`src/rtl/wallace_mul_pipe.sv`:
```
// wallace_mul_pipe: pipelined radix-4 Booth / Wallace N x N multiplier with valid/ready handshake.
// Define WALLACE_MUL_FLAGS_EN to add the registered o_zero / o_msb result flags.
module wallace_mul_pipe #(
  parameter int N = 24,
  parameter int PIPE_DEPTH = 2,
  parameter int TAG_W = 4
) (
  input  logic             i_clk,
  input  logic             i_rst_n,
  input  logic             i_valid,
  output logic             o_ready,
  input  logic [N-1:0]     i_a,
  input  logic [N-1:0]     i_b,
  input  logic             i_signed,
  input  logic [TAG_W-1:0] i_tag,
  output logic             o_valid,
  input  logic             i_ready,
  output logic [2*N-1:0]   o_product,
  output logic [TAG_W-1:0] o_tag
`ifdef WALLACE_MUL_FLAGS_EN
  ,
  output logic             o_zero,
  output logic             o_msb
`endif
);
  localparam int W = 2 * N;
  localparam int D = N / 2 + 1;
  localparam int R0 = D + 1;

  function automatic int rows_at(input int n_lvl);
    int r;
    r = R0;
    for (int i = 0; i < n_lvl; i++) r = r / 3 * 2 + r % 3;
    return r;
  endfunction

  function automatic int off(input int n_lvl);
    int s;
    s = 0;
    for (int i = 0; i < n_lvl; i++) s = s + rows_at(i);
    return s;
  endfunction

  function automatic int levels();
    int l;
    l = 0;
    while (rows_at(l) > 2) l = l + 1;
    return l;
  endfunction

  function automatic logic [W-1:0] booth_row(input logic [W-1:0] m, input logic [2:0] d);
    logic [W-1:0] mag;
    mag = (d[1] ^ d[0]) ? m : (d[2] ^ d[1]) ? m << 1 : '0;
    return d[2] ? ~mag : mag;
  endfunction

  localparam int L = levels();
  localparam int M = L / 2;
  localparam int TOT = off(L) + 2;

  if (PIPE_DEPTH < 1 || PIPE_DEPTH > 4) begin : g_bad_depth
    $error("wallace_mul_pipe: PIPE_DEPTH must be 1..4");
  end
  if (N % 2 != 0 || N < 8 || N > 32) begin : g_bad_width
    $error("wallace_mul_pipe: N must be even and 8..32");
  end

  logic                 en;
  logic                 v0, v1, v2, sg0;
  logic [N-1:0]         a0, b0;
  logic [TAG_W-1:0]     g0, g1, g2;
  logic [W-1:0]         aw, s2, c2, sum;
  logic [N+2:0]         bx;
  logic [R0-1:0][W-1:0] pp;
  logic [TOT-1:0][W-1:0] rows;

  assign en = !o_valid | i_ready;
  assign o_ready = en;

  if (PIPE_DEPTH == 4) begin : g_opr
    always_ff @(posedge i_clk or negedge i_rst_n)
      if (!i_rst_n) begin
        v0 <= 1'b0;
        g0 <= '0;
        sg0 <= 1'b0;
        a0 <= '0;
        b0 <= '0;
      end else if (en) begin
        v0 <= i_valid;
        g0 <= i_tag;
        sg0 <= i_signed;
        a0 <= i_a;
        b0 <= i_b;
      end
  end else begin : g_opn
    assign {v0, g0, sg0, a0, b0} = {i_valid, i_tag, i_signed, i_a, i_b};
  end

  assign aw = {{N{sg0 & a0[N-1]}}, a0};
  assign bx = {{2{sg0 & b0[N-1]}}, b0, 1'b0};

  // Negated rows are stored inverted; the +1 of each negation sits in the last row at bit 2i.
  always_comb begin
    pp = '0;
    for (int i = 0; i < D; i++) begin
      pp[i] = booth_row(aw, bx[2*i +: 3]) << (2 * i);
      pp[D][2*i] = bx[2*i+2];
    end
  end

  assign rows[R0-1:0] = pp;

  for (genvar k = 0; k < L; k++) begin : g_lvl
    localparam int R = rows_at(k);
    localparam int G = R / 3;
    localparam int I = off(k);
    localparam int O = off(k + 1);
    logic [R-1:0][W-1:0] cur;
    if (k == M && PIPE_DEPTH >= 3) begin : g_mid
      always_ff @(posedge i_clk or negedge i_rst_n)
        if (!i_rst_n) cur <= '0;
        else if (en) cur <= rows[I +: R];
    end else begin : g_comb
      assign cur = rows[I +: R];
    end
    for (genvar j = 0; j < G; j++) begin : g_csa
      assign rows[O+2*j] = cur[3*j] ^ cur[3*j+1] ^ cur[3*j+2];
      assign rows[O+2*j+1] = ((cur[3*j] & cur[3*j+1]) | (cur[3*j+2] & (cur[3*j] ^ cur[3*j+1]))) << 1;
    end
    if (R % 3 == 2) begin : g_ha
      assign rows[O+2*G] = cur[3*G] ^ cur[3*G+1];
      assign rows[O+2*G+1] = (cur[3*G] & cur[3*G+1]) << 1;
    end else if (R % 3 == 1) begin : g_pass
      assign rows[O+2*G] = cur[3*G];
    end
  end

  if (PIPE_DEPTH >= 3) begin : g_vmid
    always_ff @(posedge i_clk or negedge i_rst_n)
      if (!i_rst_n) begin
        v1 <= 1'b0;
        g1 <= '0;
      end else if (en) begin
        v1 <= v0;
        g1 <= g0;
      end
  end else begin : g_vnomid
    assign {v1, g1} = {v0, g0};
  end

  if (PIPE_DEPTH >= 2) begin : g_cs
    always_ff @(posedge i_clk or negedge i_rst_n)
      if (!i_rst_n) begin
        v2 <= 1'b0;
        g2 <= '0;
        s2 <= '0;
        c2 <= '0;
      end else if (en) begin
        v2 <= v1;
        g2 <= g1;
        s2 <= rows[TOT-2];
        c2 <= rows[TOT-1];
      end
  end else begin : g_csn
    assign {v2, g2, s2, c2} = {v1, g1, rows[TOT-2], rows[TOT-1]};
  end

  assign sum = s2 + c2;

  always_ff @(posedge i_clk or negedge i_rst_n)
    if (!i_rst_n) begin
      o_valid <= 1'b0;
      o_product <= '0;
      o_tag <= '0;
    end else if (en) begin
      o_valid <= v2;
      o_product <= sum;
      o_tag <= g2;
    end

`ifdef WALLACE_MUL_FLAGS_EN
  always_ff @(posedge i_clk or negedge i_rst_n)
    if (!i_rst_n) begin
      o_zero <= 1'b0;
      o_msb <= 1'b0;
    end else if (en) begin
      o_zero <= sum == '0;
      o_msb <= sum[W-1];
    end
`endif
endmodule

```
`config.mk`:
```
export PLATFORM = sky130hd
export DESIGN_NAME = wallace_mul_pipe
export DESIGN_NICKNAME = d
export VERILOG_FILES = /design/src/rtl/wallace_mul_pipe.sv
export SDC_FILE = /design/constraint.sdc
export NUM_CORES = 2
export LEC_CHECK = 0
export BUFFER_PORTS_ARGS = -buffer_cell sky130_fd_sc_hd__buf_2
export CAP_MARGIN = 20
export CORE_MARGIN = 5
export CORE_UTILIZATION = 39
export CTS_BUF_LIST = sky130_fd_sc_hd__clkbuf_2
export DETAILED_ROUTE_END_ITERATION = 12
export PLACE_DENSITY = 0.56
export RECOVER_POWER = 100
export SYNTH_ARGS = -nofsm -noshare
export SYNTH_HDL_FRONTEND = slang
export SYNTH_SLANG_ARGS = --single-unit
```
`constraint.sdc`:
```
create_clock -name i_clk -period 3.25 [get_ports i_clk]
set_clock_uncertainty 0.1 [all_clocks]
set_input_delay 0.1625 -clock i_clk [delete_from_list [all_inputs] [get_ports i_clk]]
set_output_delay 0.1625 -clock i_clk [all_outputs]
set_load 0.005 [all_outputs]
```
# Word-level counts from Yosys, hierarchy flattened

Cells that the tools add are included.

Register bits: 153
Latch bits: 0
Memory bits (writable): 0
Bits in read-only memories: 0
Input port bits: 57
Output and inout bits: 54
Memories: 0

$add $sub $neg: 1
$mul: 0
Divide/modulo/power cells: 0
$lt $le $gt $ge: 0
Equality and inequality tests: 0
Shift-type cells: 0
Multiplexer cells: 38
Bitwise operators: 104
Reduce and logical (&&, ||, !) cells: 1

Operator list:

| cell                          | number |
|---|---|
| XOR 48 bit                    | 25 |
| bitwise AND 47 bit            | 25 |
| OR 47 bit                     | 12 |
| 2-to-1 mux 48 bit             | 3 |
| 2-to-1 mux 46 bit             | 3 |
| 2-to-1 mux 44 bit             | 3 |
| 2-to-1 mux 42 bit             | 3 |
| 2-to-1 mux 40 bit             | 3 |
| 2-to-1 mux 38 bit             | 3 |
| 2-to-1 mux 36 bit             | 3 |
| 2-to-1 mux 34 bit             | 3 |
| 2-to-1 mux 32 bit             | 3 |
| 2-to-1 mux 30 bit             | 3 |
| 2-to-1 mux 28 bit             | 3 |
| 2-to-1 mux 26 bit             | 3 |
| adder 48 bit                  | 1 |
| 2-to-1 mux 24 bit             | 2 |
| NOT 48 bit                    | 1 |
| XOR 48 x 25 -> 48 bit         | 1 |
| bitwise AND 47 x 25 -> 47 bit | 1 |
| NOT 46 bit                    | 1 |
| NOT 44 bit                    | 1 |
| NOT 42 bit                    | 1 |
| NOT 40 bit                    | 1 |
| 12 further kinds              | 36 |

# Depth between registers and ports, before layout

Depth in word-level cells: 23
Mapped depth: 20
Mapped depth without buffers: 19

# Worst setup path before layout

Ideal clock, no wire load.

Kind: input -> register
From: input port i_b[5]
To: register s2[47]
Arrival: 4.759 ns
Slack: -1.746 ns
Cell stages on the path: 15
Buffers on the path: 3
Cell sequence: clkbuf_1 > clkbuf_1 > clkbuf_1 > a221oi_1 > fa_1 > fa_1 > fa_1 > inv_1 > fa_1 > fa_1 > xnor2_1 > xnor2_1 > xnor2_1 > xnor2_1 > a21oi_1

Cells in the longest elaborated chain, start to end: 21
Elaborated cells on any way between the ends: 51
Classes of those cells: mux (5); bitwise (46)

Ends and longest elaborated chain:

| element                        | line | source |
|---|---|---|
| from (decl)                    | 13   | `input logic [N-1:0] i_b,` |
| XOR 1 bit                      | 53   | `mag = (d[1] ^ d[0]) ? m : (d[2] ^ d[1]) ? m << 1 : '0;` |
| 2-to-1 mux 44 bit (2 in a row) | 53   |  |
| NOT 44 bit                     | 54   | `return d[2] ? ~mag : mag;` |
| 2-to-1 mux 44 bit              | 54   |  |
| bitwise AND 47 bit             | 128  | `assign rows[O+2*j+1] = ((cur[3*j] & cur[3*j+1]) \| (cur[3*j+2] & (cur[3*j] ^ cur[3*j+1]))) << 1;` |
| OR 47 bit                      | 128  |  |
| XOR 48 bit                     | 128  |  |
| bitwise AND 47 bit             | 128  |  |
| [... 4 more ...]               | -    |  |
| XOR 48 bit                     | 128  |  |
| bitwise AND 47 bit             | 128  |  |
| OR 47 bit                      | 128  |  |
| XOR 48 bit                     | 127  | `assign rows[O+2*j] = cur[3*j] ^ cur[3*j+1] ^ cur[3*j+2];` |
| bitwise AND 47 bit             | 128  |  |
| OR 47 bit                      | 128  |  |
| XOR 48 bit                     | 127  |  |
| XOR 48 bit *                   | 127  |  |
| to (signal assigned)           | 161  | `s2 <= rows[TOT-2];` |
| to (decl)                      | 72   | `logic [W-1:0] aw, s2, c2, sum;` |

Mark *: on every way between the ends. The rest lies on a longest branch, timed or not.
A chain may end at the register's enable or synchronous reset.

==> reports/metrics.yaml <==
clock_network:
  ctsRootBufferMaster: "clkbuf_2"
  clock_network_latency_to_the_later_pin_of_the_worst_skew_pair_ns: 0.76
  tritoncts_num_sinks: 149
  clockBufferDepth: 2
  tritoncts.num_buffers: 17
  cts_htree_levels: 4
  cts_tree: "built"
  cts.reportedPaths.clkPinSlew_ns: 0.26
yosys:
  number_of_flip_flops_and_latches_in_the_synthesized_netlist: 149
  synth_simple_gate_area_share_pct: 17.2
  synth-xor-area-share_pct: 3.08
  synth_enable_flop_cells: 0
  synth-seq-area-share_pct: 14.0
  synth.area.mux_share_pct: 0.117
  synthAdderAreaFrac_pct: 31.5
  syn_area_per_cell_sq_um: 7.42
  yosys.cell_types.count: 65
  syn_inst: 3600
  synthesis.area_sq_um: 26700
  postSynth.topFlopCell: "dfrtp_1"
  synth-warning-count: 0
  async_flop_share_pct: 100
  synth_top_family_by_area: "adder cells"
  synth-compound-area-share_pct: 24.6
  synthesis.nets: 4109
grt:
  first_global_vias: 26100
  largest_net_degree_at_the_start_of_global_routing: 132
  grtUsageTotal_pct: 25.8
  grt_first_pass_wirelength_um: 152000
  overflow: 0
  antenna_violations_before_repair: 2
drt:
  vias_per_cell: 5.67
  num_vias: 27800
  first_iteration_detailed_routing_drc_count: 2762
  drt_first_pass_iters: 6
  routed_wl_um: 102000
  drt-wirelength-per-cell_um: 20.7
  ant_nets: 0
  drcViolationCount: 0
timing:
  final_critical_path_setup_slack_ns: -0.451
  rsz0062_at_grt: "true"
  fmax_mhz: 270
  max_slew.worst_pin.slew_ns: 2.25
  final_max_slew_viol_count: 152
  timing.slew.headroom_pct: -49.9
  setup_violations: 85
  timing.final.crit_share_pct: 114
  final_period_minus_worst_setup_slack_ns: 3.70
  hold_ws_ns: 0.193
  final_hold_viol_count: 0
run_status:
  run_status: "finished with violations"
  failing_checks: "capacitance limit, slew limit, setup timing"
die:
  num_rows: 96
  floorplan.die_area_sq_um: 73800
  start_util_pct: 39.1
  dieHeight_um: 272
  ios: 111
  dieWidth_um: 272
  core_area_sq_um: 68200
setup_path:
  worstSetupEndpoint: "s2[28]"
  crit_chain: "buf_12 -> buf_6 -> xor2_2 -> and2_4 -> buf_16 -> buf_12 -> buf_6 -> a221oi_4 -> fa_1 -> fa_2 -> fa_1 -> fa_1 -> fa_1 -> ha_4 -> nand2_2 -> nand2_1"
  max_stage_delay_ns: 0.58
  critPathLaunch: "i_b[7]"
  crit_path_end_kind: "flop"
  critical_path.max_fanout: 6
  reg2regPathDepth: 11
  crit_path_top_delay_cell: "fa_1"
  r2r-start: "s2[3]"
  crit_required_ns: 3.82
  setup.worst_path.class: "in2reg"
  reg2reg_slack_ns: -0.18
  worst-endpoint-arrival_ns: 4.27
  regToRegEndpoint: "o_product[39]"
  start_kind: "input pin"
  path_common_cell: "fa_1"
place:
  finalWeightedCongestion: 0.952
  place.detailed.hpwl_um: 76200
  portBuffers: 110
finish:
  finish.utilization_pct: 55.4
  drive_gt1_share_pct: 34.7
  syn_to_final_growth_pct: 41.4
  fill_cells: 6284
  net_count_final: 4525
worst_hold_path:
  min-delay-path-class: "in2reg"
pwr:
  power_share_of_the_sequential_group_pct: 9.4
  static_leak_nw: 16.6
  power.internal_mw: 19.1
  comb_power_share_pct: 87.8
  power_per_cell_area_nw_per_um2: 973
  power_switching_share_pct: 48.1
  worst_ir_drop_vdd_v: 0.00103
  power_frac_clock_pct: 2.7
  power_switching_mw: 17.7
run:
  maxCapViolations: 3
-- worst min-delay path by stage --
stage          startpoint           end  slack, ns  cells past startpoint
6_report          i_a[23]        s2[47]       0.19                      6
5_1_grt           i_a[23]        s2[47]       0.08                      6
4_1_cts           i_a[23]        s2[47]       0.05                      6
3_5_place_dp      i_rst_n  o_product[3]       0.01                      1
3_3_place_gp      i_rst_n  o_product[3]       0.02                      1
2_1_floorplan     i_rst_n        c2[10]      -0.23                      0
-- through the flow --
step                      setup TNS, ns  setup slack [ns]  power, mW  instances  area [sq um]
after floorplan                  -65.60             -1.19       21.4       3600         28000
after global placement          -111.26             -1.64       28.0       4745         32600
after detailed placement        -112.55             -1.64       28.4       4745         32600
after CTS                        -11.61            -0.299       31.4       4835         35100
after global routing             -28.79            -0.449       41.1       4911         37800
final                            -23.10            -0.451       36.8       4911         37800
-- worst max-delay path: cells and delay by family --
family	cells	cell delay [ns]
AO/OA/AOI/OAI	1	0.23
XOR/XNOR	1	0.16
adder cells (fa/ha/maj)	6	2.76
buffers and inverters	5	0.63
AND/OR/NAND/NOR	3	0.32
-- state kept, by name, indices dropped and copies added, names as in the netlist --
name       flops
c2            43
g2             4
o_valid        1
v2             1
o_tag          4
o_product     48
s2            48
-- layer usage --
metal / track usage, % / share of wire [%]
met5: 0 / 0.020
met3: 5.34 / 8.1
met2: 38.9 / 44
met1: 37.5 / 45
met4: 7.27 / 3.2
-- layout make-up --
cell class                      instances  area [sq um]  share of cell area (%)
Antenna cell                            1          2.50                 0.00663
Clock buffer                           18          90.1                   0.239
Clock inverter                         13           123                   0.325
Inverter                              266          1030                    2.72
Multi-Input combinational cell       2779         23700                    62.7
Sequential cell                       149          3730                    9.87
Tap cell                              882          1100                    2.92
Timing Repair Buffer                  803          8010                    21.2
-- power by group through the flow --
stage,Sequential (mW),Combinational (mW),Clock (mW)
after CTS,3.48,26.9,1.07
after global placement,3.49,24.5,0
after detailed placement,3.52,24.9,0
after floorplan,3.44,18.0,0
final,3.47,32.3,1.01
after global routing,3.58,36.4,1.14
-- cells by family after synthesis --
kind of cell,after synthesis
adders and majority gates,492
DFF,149
muxes,3
and+or+nand+nor,1156
AOI/OAI and AO/OA,1032
xor gates and xnor gates,94
buffers and inverters,674
-- cells in the mapped netlist, types with 11 or more instances --
master,number,area share (%)
nand3_1,11,0.21
a221oi_1,136,4.5
xor2_1,51,1.7
a211oi_1,22,0.62
o22ai_1,155,3.6
buf_1,59,0.83
nor2b_1,29,0.68
and2_1,23,0.54
nor2_1,387,5.4
dfrtp_1,149,14
a21o_1,25,0.70
maj3_1,40,1.5
a22oi_1,86,2.4
clkbuf_1,347,4.9
fa_1,315,24
ha_1,137,6.4
nand2_1,656,9.2
inv_1,262,3.7
o21ai_0,171,3.2
nor3_1,16,0.30
xnor2_1,43,1.4
a21oi_1,344,6.4
o311a_1,22,0.82
-- what timing repair did --
item	4_1_cts	5_1_grt
gates resized for setup	438	490
endpoints found under the setup margin	76	85
cloned	10	11
endpoints found under the hold margin	281	0
hold buffers	21	0
pin swaps	132	284
buffers inserted	33	76
-- cell usage in the layout (no fill, tap or decap), types with 41 or more instances in the layout --
master,n
buf_4,444
a22oi_1,63
nand2_1,578
ha_4,43
nor2_1,358
inv_2,62
fa_2,95
nand2_2,69
buf_6,118
o22ai_1,121
clkbuf_1,41
xnor2_1,42
inv_1,196
o21ai_0,106
o21ai_1,50
a21oi_1,310
a221oi_2,77
fa_1,220
dfrtp_1,149
buf_12,91
xor2_1,42
ha_1,87
No activity file was read; power rests on OpenSTA's default activity.
